$ cat src/rtl/seq_approx_div_ctrl.sv
// seq_approx_div_ctrl: sequential 16/8 restoring divider built around a single
// 8-bit subtract/restore row that is reused for all 8 quotient bits, walking
// the quotient index from 7 down to 0. The low bits of the row use
// approximate subtractor cells, and the number of approximate bits grows as
// the bit index falls.
//
// Optional build macro APPROX_CFG_EN: when defined, adds input approx_start
// (sampled on the accepting edge, values above 8 treated as 8) and output
// approx_used (the value in effect for the current/held result). When
// undefined, the APPROX_START parameter applies to every division.
module seq_approx_div_ctrl #(
  parameter int APPROX_START = 4
) (
  input  logic        clk,
  input  logic        rst_n,
  input  logic        in_valid,
  output logic        in_ready,
  input  logic [15:0] x,
  input  logic [7:0]  y,
  output logic        out_valid,
  input  logic        out_ready,
  output logic [7:0]  q,
  output logic [7:0]  r,
  output logic        dz,
  output logic        ovf
`ifdef APPROX_CFG_EN
  ,
  input  logic [3:0]  approx_start,
  output logic [3:0]  approx_used
`endif
);

  typedef enum logic [1:0] {
    IDLE = 2'd0,
    BUSY = 2'd1,
    DONE = 2'd2
  } state_t;

  // Parameter clamped into the legal 0..8 range of approximate bits.
  localparam logic [3:0] APX_PARAM = (APPROX_START <= 0) ? 4'd0 :
                                     (APPROX_START >= 8) ? 4'd8 :
                                     4'(APPROX_START);

  state_t      state_q;
  logic        in_ready_q;
  logic        out_valid_q;
  logic [7:0]  y_q;
  logic [8:0]  pr_q;      // partial remainder, bit 8 is the shifted-out MSB
  logic [6:0]  ds_q;      // dividend bits still to be shifted into pr
  logic [2:0]  cnt_q;     // quotient bit index being produced
  logic [7:0]  q_q;
  logic [7:0]  r_q;
  logic        dz_q;
  logic        ovf_q;
  logic [3:0]  apx_q;     // approximation start in effect for this division

  logic [3:0]  apx_d;
  logic [3:0]  mask_d;
  logic        row_qs_d;
  logic [7:0]  row_rout_d;

  // Values above 8 mean "whole row approximate".
  function automatic logic [3:0] clamp_apx(input logic [3:0] a);
    return (a > 4'd8) ? 4'd8 : a;
  endfunction

  // Number of approximate low bits for quotient bit j: max(0, a - j).
  function automatic logic [3:0] mask_width(input logic [3:0] a,
                                            input logic [2:0] j);
    logic [3:0] jj;
    jj = {1'b0, j};
    return (a > jj) ? (a - jj) : 4'd0;
  endfunction

  // One subtract/restore row: ripple-borrow subtractor with the low m cells
  // approximate, then restore when the trial subtraction borrowed and the
  // shifted-out MSB does not cover it. Returns {qs, rout}.
  function automatic logic [8:0] row_eval(input logic [8:0] pr,
                                          input logic [7:0] b,
                                          input logic [3:0] m);
    logic       bin;
    logic       bout;
    logic       qs;
    logic [7:0] diff;
    bin  = 1'b0;
    bout = 1'b0;
    diff = '0;
    for (int i = 0; i < 8; i++) begin
      if (4'(i) < m) begin
        bout    = b[i] | (~pr[i] & bin);
        diff[i] = (pr[i] ^ b[i]) | bin;
      end else begin
        bout    = (~pr[i] & bin) | (~pr[i] & b[i]) | (b[i] & bin);
        diff[i] = pr[i] ^ b[i] ^ bin;
      end
      bin = bout;
    end
    qs = ~bin | pr[8];
    return {qs, (qs ? diff : pr[7:0])};
  endfunction

`ifdef APPROX_CFG_EN
  assign apx_d       = clamp_apx(approx_start);
  assign approx_used = apx_q;
`else
  assign apx_d       = APX_PARAM;
`endif

  // Shared row evaluated on the current partial remainder and latched divisor.
  always_comb begin
    mask_d                 = mask_width(apx_q, cnt_q);
    {row_qs_d, row_rout_d} = row_eval(pr_q, y_q, mask_d);
  end

  // Control FSM plus datapath registers; all outputs come straight from flops.
  always_ff @(posedge clk or negedge rst_n) begin
    if (!rst_n) begin
      state_q     <= IDLE;
      in_ready_q  <= 1'b1;
      out_valid_q <= 1'b0;
      y_q         <= '0;
      pr_q        <= '0;
      ds_q        <= '0;
      cnt_q       <= '0;
      q_q         <= '0;
      r_q         <= '0;
      dz_q        <= 1'b0;
      ovf_q       <= 1'b0;
      apx_q       <= '0;
    end else begin
      case (state_q)
        IDLE: begin
          if (in_valid && in_ready_q) begin
            y_q        <= y;
            pr_q       <= x[15:7];
            ds_q       <= x[6:0];
            dz_q       <= (y == 8'd0);
            ovf_q      <= (x[15:8] >= y);
            cnt_q      <= 3'd7;
            apx_q      <= apx_d;
            in_ready_q <= 1'b0;
            state_q    <= BUSY;
          end
        end
        BUSY: begin
          q_q[cnt_q] <= row_qs_d;
          if (cnt_q != 3'd0) begin
            pr_q  <= {row_rout_d, ds_q[6]};
            ds_q  <= {ds_q[5:0], 1'b0};
            cnt_q <= cnt_q - 3'd1;
          end else begin
            r_q     <= row_rout_d;
            state_q <= DONE;
          end
        end
        DONE: begin
          // Valid is raised one edge after the last row so that q, r and the
          // flags are all settled in their registers before it is seen.
          if (!out_valid_q) begin
            out_valid_q <= 1'b1;
          end else if (out_ready) begin
            out_valid_q <= 1'b0;
            in_ready_q  <= 1'b1;
            state_q     <= IDLE;
          end
        end
        default: begin
          out_valid_q <= 1'b0;
          in_ready_q  <= 1'b1;
          state_q     <= IDLE;
        end
      endcase
    end
  end

  assign in_ready  = in_ready_q;
  assign out_valid = out_valid_q;
  assign q         = q_q;
  assign r         = r_q;
  assign dz        = dz_q;
  assign ovf       = ovf_q;

endmodule
$ cat config.mk
export PLATFORM = sky130hd
export DESIGN_NAME = seq_approx_div_ctrl
export DESIGN_NICKNAME = d
export VERILOG_FILES = /design/src/rtl/seq_approx_div_ctrl.sv
export SDC_FILE = /design/constraint.sdc
export NUM_CORES = 1
export LEC_CHECK = 0
export CAP_MARGIN = 40
export CORE_MARGIN = 10
export CORE_UTILIZATION = 54
export CTS_BUF_LIST = sky130_fd_sc_hd__clkbuf_2
export CTS_CLUSTER_SIZE = 20
export DETAILED_ROUTE_END_ITERATION = 16
export MAX_ROUTING_LAYER = met4
export PLACE_DENSITY_LB_ADDON = 0.2
export SYNTH_ARGS = -nofsm -noshare
export SYNTH_HDL_FRONTEND = slang
export SYNTH_SLANG_ARGS = --single-unit
$ cat constraint.sdc
create_clock -name clk -period 18.2 [get_ports clk]
set_input_delay 1.82 -clock clk [delete_from_list [all_inputs] [get_ports clk]]
set_output_delay 1.82 -clock clk [all_outputs]
set_load 0.01 [all_outputs]
==> summary.md <==
| Metric | Value |
|---|---|
| Core area | `5540 um2` |
| Yosys reg bits | `50` |
| Root Buffer | `clkbuf_2` |
| Top routing layer in use | `met4` |
| DR WL met2 | `roughly 3400 um` |
| DR iter-0 viols | `107` |
| Crit Path Max Fanout | `26` |
| Pwr dens | `~170 nW/um2` |
| First-pass GRT wire length | `11,700 um` |
| Number of post-CTS setup repair buffers | `0` |
| Ys flop type | `dfrtp_1` |
| Fin Clk Skew | `0.0296 ns` |
| Fmax | `about 120 MHz` |
| Hold Path Depth | `1` |
| Layout cells sized above 1 | `a little over a tenth` |
| Reg-to-Reg End | `pr_q[8]$_DFFE_PN0P_` |
| Net Count, Synth | `381` |
| CTS buffer count | `5` |
| Final wirelength | `roughly 7100 um` |
| RSZ-0062 raised after global routing | `false` |
| Worst Path Required | `around 19 ns` |
| Starting density of the core | `a little under three fifths` |
| EDFF count, synth | `0` |
| Lkg Pwr | `1.75 nW` |
| Post-Synthesis Cells | `322` |
| Final HPWL DP | `5270 um` |
| Initial antenna violation count | `0` |
| Crit Path Class | `flop to flop` |
| Clock sinks | `50` |
| Post-layout nets | `420` |
| Number of warnings issued by yosys | `0` |
| Post-route DRC | `0` |
| CTS tree | `yes` |
| Antenna Violating Nets Remaining | `0` |
| Hold WC Path Type | `flop to flop` |
| Avg WL per Cell | `about 16 um` |
| FF-to-FF path depth | `30` |
| Largest net degree at the start of global routing | `51` |
| Final hold violation count | `0` |
| Crit path top cell by count | `fa_1` |
| First-pass iteration count of the detailed router | `4` |
| Hold Buf Count CTS | `0` |
| Final Max Slew Viols | `0` |
| Critical path launch point type | `flop` |
| Diodes inserted | `0` |
| Die Ht | `95.7 um` |
| Htree depth | `2` |
| GP Congestion | `0.915` |
| Via count | `2,413` |
| Run status | `complete, no violations` |
| # setup viols final | `0` |
| Clock Latency Late Sink | `0.46 ns` |
| Longest Clk Path Bufs | `2` |
| Yosys cell types | `46` |
| Total negative setup slack | `0 ns` |
| Hold_sp | `apx_q[2]$_DFFE_PN0P_` |
| Footprint of the multi-input gates | `1630 um2` |
| Maxcap violations | `0` |
| Slowest stage cell, crit path | `xor2_1` |
| Num rows | `27` |
| Routed wl met3 | `370 um` |
| Fin crit share | `44.4%` |
| Die W | `95.7 um` |
| Ys async rst share | `100%` |
| Met1 Wirelength | `between 3000 and 4000 um` |
| Worst vdd ir | `0.101 mV` |
| Slowest cell delay on critical path | `0.68 ns` |
| Worst Path Arrival | `8.48 ns` |
| Port buffer count | `47` |
| Post-Synthesis Cell Area | `3090 um2` |
| Number of global-route vias before repair | `between 2,000 and 2,500` |
| Via/cell ratio | `5.56` |
| Die area | `9150 um2` |
| Total GRT Usage | `between 15 and 20%` |
| Register area | `about 1300 um2` |
| Sequential area share after synthesis | `40.5%` |
| FILL cells | `467` |
| Setup slack, reg-to-reg | `10.12 ns` |
| Clock period minus final worst setup slack | `approximately 8.1 ns` |
| GR Overflow Total | `0` |
| CP Launch Point | `cnt_q[0]$_DFFE_PN0P_` |
| Pwr Total | `602 uW` |
| Syn avg cell area | `between 9 and 10 um2` |
| Worst Setup End Kind | `flop` |
| CTS clock-pin slew for the worst setup and hold paths | `around 0.30 ns` |
| Worst-margin pin slew | `0.909 ns` |
| Post-cts sizing count | `0` |
| Slew HR | `39.4%` |
| Ports | `48` |
| Worst Hold End | `apx_q[2]$_DFFE_PN0P_` |
| Area grow syn2layout | `17.5%` |
| Reg2reg start | `cnt_q[0]$_DFFE_PN0P_` |
critical path, delay by kind of cell, from the launching register on:
kind                       cells  cell delay [ns]
adders and majority gates      8             2.81
AOI/OAI and AO/OA             11             1.86
and+or+nand+nor                4             0.92
muxes                          4             0.90
xor gates and xnor gates       1             0.68
DFF                            1             0.65
buffers and inverters          2             0.21
where the power goes:
part / internal (mW) / total [mW] / switching, mW
Combinational: 0.156 / 0.349 / 0.193
Clock: 0.0110 / 0.0513 / 0.0403
Sequential: 0.159 / 0.202 / 0.0428
layer usage:
layer	global-route usage, %	vias up
li1	-	1186
met1	20.8	1150
met2	26.5	66
met3	3.22	11
met4	4.67	0
met5	-	-
cell usage in the layout (no fill, tap or decap), drive strengths merged, types with 5 or more instances in the layout:
cell            n
a21oi          17
a31oi           9
clkbuf          5
clkdlybuf4s50  46
dfrtp          49
fa              7
ha             24
inv            35
mux2           15
mux2i          10
nand2          34
nand2b          6
nand3           5
nor2           21
o21ai          28
through the flow:
step / cells / cell area (um2) / hold slack, ns / utilization (%) / setup WS, ns
3_3_place_gp: 426 / 3580 / 0.466 / 64.7 / 10.51
4_1_cts: 434 / 3630 / 0.521 / 65.6 / 10.08
3_5_place_dp: 426 / 3580 / 0.462 / 64.7 / 10.12
6_report: 434 / 3630 / 0.519 / 65.6 / 10.12
2_1_floorplan: 322 / 3090 / 0.444 / - / 11.05
5_1_grt: 434 / 3630 / 0.537 / 65.6 / 9.47
registers in the layout, summed over array words and instances, names as in the netlist:
signal and count:
cnt_q 3, pr_q 9, q 8, in_ready 1, state_q 2, apx_q 1, ds_q 7, r 8
y_q 8, dz 1, ovf 1, out_valid 1
worst max path at each step:
stage               slack, ns                   to
floorplan               11.05     r[4]$_DFFE_PN0P_
global placement        10.51  pr_q[8]$_DFFE_PN0P_
detailed placement      10.12  pr_q[8]$_DFFE_PN0P_
CTS                     10.08  pr_q[8]$_DFFE_PN0P_
global route             9.47  pr_q[8]$_DFFE_PN0P_
finish                  10.12  pr_q[8]$_DFFE_PN0P_
area by class of cell:
type | count | area share, %
Clock buffer | 5 | 0.688
Sequential cell | 50 | 34.5
Timing Repair Buffer | 49 | 13.2
Inverter | 33 | 3.48
Clock inverter | 3 | 0.723
Multi-Input combinational cell | 222 | 45.0
Tap cell | 72 | 2.48
synthesized netlist by cell type, drive strengths merged, types with 5 or more instances:
library cell   n  share of area (%)
a21oi         17                2.8
buf            9                1.6
nor2          21                2.6
o21ai         28                4.5
mux2i         10                3.2
mux2          15                5.5
nand2         34                4.1
fa             7                4.5
dfrtp         49                 40
nand3          5               0.81
inv           33                4.1
ha            24                9.7
a31oi          9                1.8
nand2b         6                1.2
clkbuf         8               0.97
kinds of logic (layout without fill, tap and decap cells):
| family | after synthesis | after routing | share of synthesized area, % |
|---|---|---|---|
| buf+inv | 50 | 90 | 6.67 |
| compound gates | 80 | 80 | 16.8 |
| xor+xnor | 1 | 1 | 0.283 |
| mux | 25 | 25 | 8.70 |
| simple gates | 85 | 85 | 12.8 |
| flops | 50 | 50 | 40.5 |
| fa+ha+maj | 31 | 31 | 14.2 |
Note: power is estimated with default switching activity, not from simulation.
